[config.mk]
export PLATFORM = sky130hd
export DESIGN_NAME = csr_trap_ctrl
export DESIGN_NICKNAME = d
export VERILOG_FILES = /design/src/rtl/csr_pkg.sv /design/src/rtl/csr_alu.sv /design/src/rtl/csr_trap_ctrl.sv
export SDC_FILE = /design/constraint.sdc
export NUM_CORES = 1
export LEC_CHECK = 0
export ABC_AREA = 1
export CAP_MARGIN = 20
export CORE_AREA = 2 2 214 216
export CTS_CLUSTER_DIAMETER = 150
export DETAILED_ROUTE_END_ITERATION = 7
export DIE_AREA = 0 0 216 218
export GPL_ROUTABILITY_DRIVEN = 0
export PLACE_DENSITY_LB_ADDON = 0.1
export SLEW_MARGIN = 20
export SYNTH_ARGS = -nofsm -noshare
export SYNTH_HDL_FRONTEND = slang
export SYNTH_SLANG_ARGS = --single-unit
[constraint.sdc]
create_clock -name clk -period 3.68 [get_ports clk]
set_input_delay 0.552 -clock clk [delete_from_list [all_inputs] [get_ports clk]]
set_output_delay 0.552 -clock clk [all_outputs]
set_load 0.02 [all_outputs]
[src/rtl/csr_pkg.sv]
// csr_pkg: shared definitions for the machine-mode CSR trap sequencer.
//   - CSR addresses of the machine-mode registers touched by the sequencer
//   - request opcode and CSR funct3 encodings
//   - trap cause constants
//   - sequencer state encoding
package csr_pkg;

    localparam logic [11:0] CSR_MSTATUS = 12'h300;
    localparam logic [11:0] CSR_MIE     = 12'h304;
    localparam logic [11:0] CSR_MTVEC   = 12'h305;
    localparam logic [11:0] CSR_MEPC    = 12'h341;
    localparam logic [11:0] CSR_MCAUSE  = 12'h342;
    localparam logic [11:0] CSR_MIP     = 12'h344;

    typedef enum logic [1:0] {
        OP_CSR   = 2'd0,
        OP_ECALL = 2'd1,
        OP_MRET  = 2'd2,
        OP_NOP   = 2'd3
    } req_op_e;

    localparam logic [2:0] F3_CSRRW  = 3'd1;
    localparam logic [2:0] F3_CSRRS  = 3'd2;
    localparam logic [2:0] F3_CSRRC  = 3'd3;
    localparam logic [2:0] F3_CSRRWI = 3'd5;
    localparam logic [2:0] F3_CSRRSI = 3'd6;
    localparam logic [2:0] F3_CSRRCI = 3'd7;

    localparam logic [63:0] CAUSE_ECALL_M = 64'd11;
    localparam logic [63:0] CAUSE_MTI     = 64'h8000_0000_0000_0007;

    typedef enum logic [1:0] {
        ST_IDLE     = 2'd0,
        ST_CSR_WR   = 2'd1,
        ST_REDIRECT = 2'd2
    } state_e;

endpackage

[src/rtl/csr_alu.sv]
// csr_alu: combinational read-modify-write merge for CSR instructions.
//   funct3   in  CSR variant (register and immediate forms)
//   old_val  in  value read from the CSR in the accept cycle
//   src      in  rs1 value or zero-extended uimm
//   wdata    out merged write value
//   we       out write enable; RS/RC with a zero source do not write
module csr_alu
    import csr_pkg::*;
#(
    parameter int unsigned XLEN = 64
) (
    input  logic [2:0]      funct3,
    input  logic [XLEN-1:0] old_val,
    input  logic [XLEN-1:0] src,
    output logic [XLEN-1:0] wdata,
    output logic            we
);

    always_comb begin
        wdata = old_val;
        we    = 1'b0;
        case (funct3)
            F3_CSRRW, F3_CSRRWI: begin
                wdata = src;
                we    = 1'b1;
            end
            F3_CSRRS, F3_CSRRSI: begin
                wdata = old_val | src;
                we    = |src;
            end
            F3_CSRRC, F3_CSRRCI: begin
                wdata = old_val & ~src;
                we    = |src;
            end
            default: begin
                wdata = old_val;
                we    = 1'b0;
            end
        endcase
    end

endmodule

[src/rtl/csr_trap_ctrl.sv]
// csr_trap_ctrl: sequencer between execute and the machine-mode CSR file.
//   req_*           in/out  request handshake from execute (CSR/ECALL/MRET/NOP)
//   resp_valid/rdata out    old CSR value, one cycle after a CSR/NOP accept
//   redirect_*      out     one-cycle fetch redirect after ECALL/MRET/interrupt
//   csr_id/re/we/wdata, ecall, mret, epc, tint_ena  out  CSR file strobes
//   csr_rdata, tint in      CSR file read data and timer-interrupt take
// At most one CSR-file action is driven per cycle; the interrupt take is only
// enabled in IDLE and beats a concurrent request.
module csr_trap_ctrl
    import csr_pkg::*;
#(
    parameter int unsigned           XLEN        = 64,
    parameter logic [XLEN-1:0]       ECALL_CAUSE = XLEN'(CAUSE_ECALL_M)
) (
    input  logic            clk,
    input  logic            rst,
    input  logic            req_valid,
    output logic            req_ready,
    input  logic [1:0]      req_op,
    input  logic [2:0]      req_funct3,
    input  logic [11:0]     req_csr,
    input  logic [XLEN-1:0] req_src,
    input  logic [XLEN-1:0] req_pc,
    input  logic [XLEN-1:0] next_pc,
    output logic            resp_valid,
    output logic [XLEN-1:0] resp_rdata,
    output logic            redirect_valid,
    output logic [XLEN-1:0] redirect_pc,
    output logic [11:0]     csr_id,
    output logic            csr_re,
    output logic            csr_we,
    output logic            ecall,
    output logic            mret,
    output logic            tint_ena,
    output logic [XLEN-1:0] csr_wdata,
    output logic [XLEN-1:0] epc,
    input  logic [XLEN-1:0] csr_rdata,
    input  logic            tint
);

    state_e            state_q, state_d;
    req_op_e           op_q, op_d;
    logic [2:0]        funct3_q, funct3_d;
    logic [11:0]       csr_q, csr_d;
    logic [XLEN-1:0]   src_q, src_d;
    logic [XLEN-1:0]   old_q, old_d;
    logic [XLEN-1:0]   target_q, target_d;

    logic [XLEN-1:0]   alu_wdata;
    logic              alu_we;

    csr_alu #(.XLEN(XLEN)) u_alu (
        .funct3  (funct3_q),
        .old_val (old_q),
        .src     (src_q),
        .wdata   (alu_wdata),
        .we      (alu_we)
    );

    always_comb begin
        state_d        = state_q;
        op_d           = op_q;
        funct3_d       = funct3_q;
        csr_d          = csr_q;
        src_d          = src_q;
        old_d          = old_q;
        target_d       = target_q;
        req_ready      = 1'b0;
        resp_valid     = 1'b0;
        resp_rdata     = '0;
        redirect_valid = 1'b0;
        redirect_pc    = '0;
        csr_id         = '0;
        csr_re         = 1'b0;
        csr_we         = 1'b0;
        ecall          = 1'b0;
        mret           = 1'b0;
        tint_ena       = 1'b0;
        csr_wdata      = '0;
        epc            = '0;

        // Every output is held low while reset is asserted; the flops are
        // cleared separately in the sequential block.
        if (!rst) begin
            unique case (state_q)
                ST_IDLE: begin
                    tint_ena  = 1'b1;
                    req_ready = !tint;
                    if (tint) begin
                        epc      = next_pc;
                        target_d = csr_rdata;
                        state_d  = ST_REDIRECT;
                    end else if (req_valid) begin
                        op_d     = req_op_e'(req_op);
                        funct3_d = req_funct3;
                        csr_d    = req_csr;
                        src_d    = req_src;
                        unique case (req_op_e'(req_op))
                            OP_CSR: begin
                                csr_id  = req_csr;
                                csr_re  = 1'b1;
                                old_d   = csr_rdata;
                                state_d = ST_CSR_WR;
                            end
                            OP_ECALL: begin
                                ecall     = 1'b1;
                                epc       = req_pc;
                                csr_wdata = ECALL_CAUSE;
                                target_d  = csr_rdata;
                                state_d   = ST_REDIRECT;
                            end
                            OP_MRET: begin
                                mret     = 1'b1;
                                target_d = csr_rdata;
                                state_d  = ST_REDIRECT;
                            end
                            OP_NOP: begin
                                // Reuses the response cycle with a zero result
                                // and no CSR-file activity.
                                old_d   = '0;
                                state_d = ST_CSR_WR;
                            end
                        endcase
                    end
                end
                ST_CSR_WR: begin
                    resp_valid = 1'b1;
                    resp_rdata = old_q;
                    if (op_q == OP_CSR) begin
                        csr_we    = alu_we;
                        csr_wdata = alu_wdata;
                        csr_id    = alu_we ? csr_q : '0;
                    end
                    state_d = ST_IDLE;
                end
                ST_REDIRECT: begin
                    redirect_valid = 1'b1;
                    redirect_pc    = target_q;
                    state_d        = ST_IDLE;
                end
                default: state_d = ST_IDLE;
            endcase
        end
    end

    always_ff @(posedge clk) begin
        if (rst) begin
            state_q  <= ST_IDLE;
            op_q     <= OP_CSR;
            funct3_q <= '0;
            csr_q    <= '0;
            src_q    <= '0;
            old_q    <= '0;
            target_q <= '0;
        end else begin
            state_q  <= state_d;
            op_q     <= op_d;
            funct3_q <= funct3_d;
            csr_q    <= csr_d;
            src_q    <= src_d;
            old_q    <= old_d;
            target_q <= target_d;
        end
    end

endmodule
==> flow_metrics.tcl, run 1 <==
set metrics [dict create \
    grt_pass1_vias 12411 \
    htree_levels 1 \
    crit_buf_inv 3 \
    clockBufferDepth 3 \
    ctsRootBufferMaster "clkbuf_16" \
    drive_above_1_share 0.07653 \
    drc 0 \
    core_um2 44890 \
    grt_pass1_wl_mm 80.68 \
    postCtsSetupBuffers 0 \
    ys_warn_count 0 \
    leakagePower_nw 6.537 \
    final_antenna_net_count 0 \
    ir_drop_mv 0.2921 \
    nets 2418 \
    rows 78 \
    period_share 0.9283 \
    ys_seq_area_frac 0.3779 \
    routedWlPerCell_um 20.70 \
    synthesis.area_um2 11120 \
    clock-sinks 210 \
    area_delta_synth_final_pct 61.88 \
    tightest_slew_ns 1.114 \
    cts_resized 0 \
    fin_area_um2 18010 \
    die_x_um 216 \
    vias 13105 \
    placed_cell_area_um2 17090 \
    setup_violations 0 \
    dpl.hpwl_mm 43.14 \
    antenna_found_initial 10 \
    synthCells 1668 \
    path_clk_slew_ns 0.06 \
    grtUsageMet3 0.06109 \
    rsz0062_at_grt "false" \
    synthSimpleGateAreaFrac 0.1890 \
    grt-ovfl-total 0 \
    synth-adder-area-share 0.004499 \
    required_ns 3.13 \
    cp_slowest_cell "clkdlybuf4s50_1" \
    hold_viol 0 \
    yosysTopAreaCell "dfxtp_1" \
    cts_made_buffers 27 \
    p_per_area_nw_per_um2 370.1 \
    max_freq_ghz 0.2927 \
    synth_top_area_frac 0.3779 \
    io_buffers 551 \
    initial_core_util 0.2478 \
    status "finished clean" \
    die_height_um 218 \
    synth.distinct_cells 27 \
    grt_max_degree 107 \
    period_needed_ns 3.416 \
    crit_path_end_kind "primary output" \
    syn_nets 1949 \
    ys_top_cells_by_area "dfxtp_1 (38%), nor2_1 (13%), a21oi_1 (12%), o21ai_0 (9.8%), inv_1 (5.3%)" \
    top_usage_layer "met2" \
    critPathMaxStageDelay_ns 0.65 \
    grt_util_met1 0.2579 \
    fillers 4757 \
    path_cells "nand3_1 -> inv_1 -> nand2_2 -> buf_4 -> a21oi_1 -> clkdlybuf4s50_1" \
    met2_usage 0.4085 \
    hold_path.class "in2reg" \
    start_kind "flip-flop" \
    first_iter_violations 951 \
    slew_viol_final 0 \
    drt_wl_total_mm 57.14 \
    boundaryPins 553 \
    skew_ns 0.01625 \
    tritoncts "done" \
    syn_area_per_cell_um2 6.669 \
    synth_xor_xnor_area_share 0 \
    insertion_delay_ns 0.55 \
    die_area_um2 47090 \
    synth_top_family_by_area "compound AO/OA/AOI/OAI gates" \
    grt_usage 0.2271 \
    arrival_ns 2.86 \
    vias_per_cell 4.746 \
    max-cap-violations 0 \
    path_delay_family "buffers and inverters" \
    drt-pass1-iter-count 5 \
    muxShareOfSynthArea 0 \
    ys_seq_elements 210 \
    fin_tns_setup_ns 0 \
    relSlewSlack 0.2571 \
    ctsHoldBuffers 0 \
    synth_compound_area_frac 0.3126 \
    worstPathMaxFanout 24 \
    criticalPathCategory "reg2out" \
]
-- synthesized netlist by cell type --
cell and count:
clkinv_1 1, buf_4 3, nand3_1 31, nor3_1 1, buf_6 9, inv_2 8, nor2_1 391, nor2_4 1
a21oi_2 1, o21bai_1 1, nor2_2 2, buf_2 36, a21oi_1 273, nor4_1 1, o21ai_0 218, o211ai_1 8
nand2_1 109, clkbuf_1 94, nand2_2 1, ha_1 4, buf_1 2, a211oi_2 37, a22oi_1 64, dfxtp_1 210
nand3_2 1, inv_1 158, nand4_1 3
-- layout make-up --
class	count	area (um2)	area share
sequential	210	4205	0.2335
antenna	5	12.51	0.0006948
clock buffer	41	788.3	0.04377
multi-input combinational	1147	5667	0.3147
clock inverter	7	116.4	0.006462
tap	600	750.7	0.04169
inverter	167	633.1	0.03516
timing repair buffer	584	5836	0.3240
-- through the flow --
step / power [W] / setup WS (ns) / utilization / std cells / hold slack [ns]
CTS: 0.006760 / 0.1979 / 0.4009 / 2756 / 0.3705
floorplan: 0.003282 / 1.172 / - / 1668 / 0.4300
global route: 0.006982 / 0.01168 / 0.4011 / 2760 / 0.3917
detailed placement: 0.003990 / 0.3614 / 0.3807 / 2708 / 0.4441
finish: 0.006664 / 0.2639 / 0.4011 / 2761 / 0.3980
global placement: 0.003974 / 0.3532 / 0.3807 / 2708 / 0.4411
-- worst paths after layout --
check | start | endpoint | slack [ns] | cells after the start
worst max-delay path | state_q[0] | csr_wdata[43] | 0.26 | 6
worst max register to register | state_q[0] | old_q[41] | 1.48 | 8
worst min register to register | target_q[43] | target_q[43] | 0.45 | 2
worst min-delay path | rst | src_q[9] | 0.40 | 4
-- flip-flops by register name, indices dropped and copies added, names as in the netlist --
register and count:
funct3_q 2, src_q 64, state_q 2, op_q 2, csr_q 12, old_q 64, target_q 64
-- cells in the final DEF, fill, tap and decap left out, types with 2 or more instances in the layout --
cell,instances
o211ai_1,8
o21ai_0,218
ha_1,4
inv_2,5
diode_2,5
a211oi_2,37
inv_4,2
nand4_1,3
buf_12,13
buf_4,54
clkbuf_1,8
dfxtp_1,209
clkdlybuf4s50_1,516
clkbuf_8,6
bufinv_16,3
nand2_2,2
clkbuf_16,27
nor2_1,389
a22oi_1,64
nand3_1,31
nor2_4,4
nand2_4,2
inv_1,158
a21oi_1,273
nand2_1,106
clkinv_2,3
-- worst min-delay path: stages --
cell	delay [ns]
buf_4	0.12
inv_4	0.09
o21ai_0	0.09
nor2_1	0.04
-- cells by family (layout without fill, tap and decap cells) --
family / after synthesis / after routing
flops: 210 / 210
other cells: 0 / 5
fa+ha+maj: 4 / 4
buf+inv: 311 / 799
simple gates: 541 / 541
compound gates: 602 / 602
-- where the power goes --
group / switching, W / leakage, nW / internal, W
registers: 0.0000918 / 1.73 / 0.00246
logic: 0.000784 / 4.37 / 0.000600
clock network: 0.00105 / 0.440 / 0.00168
-- routing by layer --
layer | part of all wire | wire [um]
met1 | 0.39 | 22120
met2 | 0.51 | 29000
met3 | 0.073 | 4187
met4 | 0.031 | 1791
met5 | 0.00082 | 47
(Power assumes the default switching activity.)
==> run 2: changes to the inputs <==
SETUP_SLACK_MARGIN = 0.3   (was default)
==> flow_metrics.tcl, run 2 (synthesis gave the netlist of run 1 again) <==
set metrics [dict create \
    status "finished clean" \
    clockBufferDepth 3 \
    tritoncts "done" \
    reg_top3 "old_q (64), src_q (64), target_q (64)" \
    fin_tns_setup_ns 0 \
    worstHoldStart "rst" \
    htree_levels 1 \
    rsz0062_at_grt "true" \
    max_freq_ghz 0.3008 \
    slew_viol_final 0 \
    hold_viol 0 \
    hold_path.class "in2reg" \
    die_x_um 216 \
    ir_drop_mv 0.2913 \
    ctsRootBufferMaster "clkbuf_16" \
    crit_path_end_kind "primary output" \
    p_sw_w 0.001933 \
    core_um2 44890 \
    path_clk_slew_ns 0.06 \
    fin_area_um2 18110 \
    leakagePower_nw 6.770 \
    path_cells "nand3_1 -> inv_1 -> nand2_4 -> buf_4 -> a21oi_1 -> clkdlybuf4s50_1" \
    criticalPathCategory "reg2out" \
    drc 0 \
    p_per_area_nw_per_um2 368.4 \
    vias 13124 \
    worstPathMaxFanout 24 \
    instances_no_fill 2764 \
    die_area_um2 47090 \
    die_height_um 218 \
    first_iter_violations 901 \
    required_ns 3.13 \
    dpl.hpwl_mm 43.14 \
    antenna_found_initial 10 \
    arrival_ns 2.77 \
    clockPowerShare 0.409 \
    nets 2421 \
    critPathMaxStageDelay_ns 0.65 \
    final_antenna_net_count 0 \
    drt_wl_total_mm 57.37 \
    seq_area_um2 4205 \
    internal-power_w 0.004738 \
    r2r-end "old_q[32]" \
    ff2ff_path_depth 8 \
    post-place-cells 2708 \
    max-cap-violations 0 \
    grt_max_degree 107 \
    combPwrFrac 0.209 \
    pwr-share-seq 0.382 \
    grt-ovfl-total 0 \
    post-route-util 0.4034 \
    tightest_slew_ns 1.091 \
    rows 78 \
    grt_pass1_vias 12433 \
    relSlewSlack 0.2728 \
    drive_above_1_share 0.07874 \
    period_share 0.9034 \
    routedWlPerCell_um 20.76 \
    cp_slowest_cell "clkdlybuf4s50_1" \
    multiInputGateArea_um2 5689 \
    initial_core_util 0.2478 \
    whs_ns 0.4054 \
    setup_violations 0 \
    layout_common_cells "clkdlybuf4s50_1 (505), nor2_1 (388), a21oi_1 (273), o21ai_0 (218), dfxtp_1 (209)" \
    cts_made_buffers 27 \
    boundaryPins 553 \
    regToRegSetupSlack_ns 1.48 \
    skew_ns 0.01660 \
    grt_pass1_wl_mm 80.76 \
    vias_per_cell 4.748 \
    placed_cell_area_um2 17090 \
    clock-sinks 210 \
    whs_path_depth 4 \
    period_needed_ns 3.325 \
    layout_commonest_cell "clkdlybuf4s50_1" \
    r2r_start "state_q[0]" \
    grt_usage 0.2273 \
    io_buffers 551 \
    ctsHoldBuffers 0 \
    start_kind "flip-flop" \
    insertion_delay_ns 0.55 \
    drt-pass1-iter-count 7 \
    switching_share 0.2898 \
    fillers 4752 \
    area_delta_synth_final_pct 62.78 \
    whs_endpoint "src_q[9]" \
]
[run 2: cell type report]
class                   count  share of cell area
diodes                      5           0.0006909
clock buffers              41             0.04353
clock inverters             7            0.006426
inverters                 167             0.03510
multi-input cells        1147              0.3142
flip-flops and latches    210              0.2322
well taps                 600             0.04146
repair buffers            587              0.3264
[run 2: power by group through the flow]
stage	registers [W]	logic [W]	clock network [W]
3_5_place_dp	0.00260	0.00139	0
4_1_cts	0.00255	0.00140	0.00281
6_report	0.00255	0.00139	0.00273
3_3_place_gp	0.00259	0.00138	0
2_1_floorplan	0.00257	0.000715	0
5_1_grt	0.00257	0.00152	0.00290
[run 2: routing by layer]
layer,routed length (um),track usage,vias to the layer above
met5,47,0,-
met4,1870,0.08265,6
met3,4281,0.06123,81
met2,29110,0.4078,468
met1,22060,0.2580,6130
li1,-,-,6439
[run 2: critical path, delay by kind of cell, from the launching register on]
family                 cells  cell delay, ns
AO/OA/AOI/OAI              1            0.24
AND/OR/NAND/NOR            2            0.39
buffers and inverters      3            1.14
flip-flops                 1            0.46
[run 2: per-stage QoR]
stage / setup slack (ns) / power, W
2_1_floorplan: 1.172 / 0.003282
3_3_place_gp: 0.3532 / 0.003974
4_1_cts: 0.3126 / 0.006765
6_report: 0.3554 / 0.006672
5_1_grt: 0.2392 / 0.006992
3_5_place_dp: 0.3614 / 0.003990
[run 2: how the worst max path moves through the flow]
| stage | start | to | slack (ns) | depth (start not counted) |
|---|---|---|---|---|
| after CTS | state_q[0] | csr_id[0] | 0.31 | 5 |
| after global routing | req_valid | csr_id[7] | 0.24 | 11 |
| after detailed placement | req_valid | csr_id[10] | 0.36 | 11 |
| final | state_q[0] | csr_wdata[43] | 0.36 | 6 |
| after global placement | req_valid | csr_id[9] | 0.35 | 11 |
| after floorplan | rst | ecall | 1.17 | 7 |
[run 2: repair_timing]
item / 4_1_cts / 5_1_grt
cloned: 0 / 1
setup buffers: 2 / 0
pin swaps: 1 / 0
resized for setup: 3 / 17
endpoints found under the setup margin: 27 / 35
==> run 3: changes to the inputs <==
CAP_MARGIN = 0   (was 20)
==> results of run 3 <==
The final DEF is identical to that of run 2; final timing and power are the same.
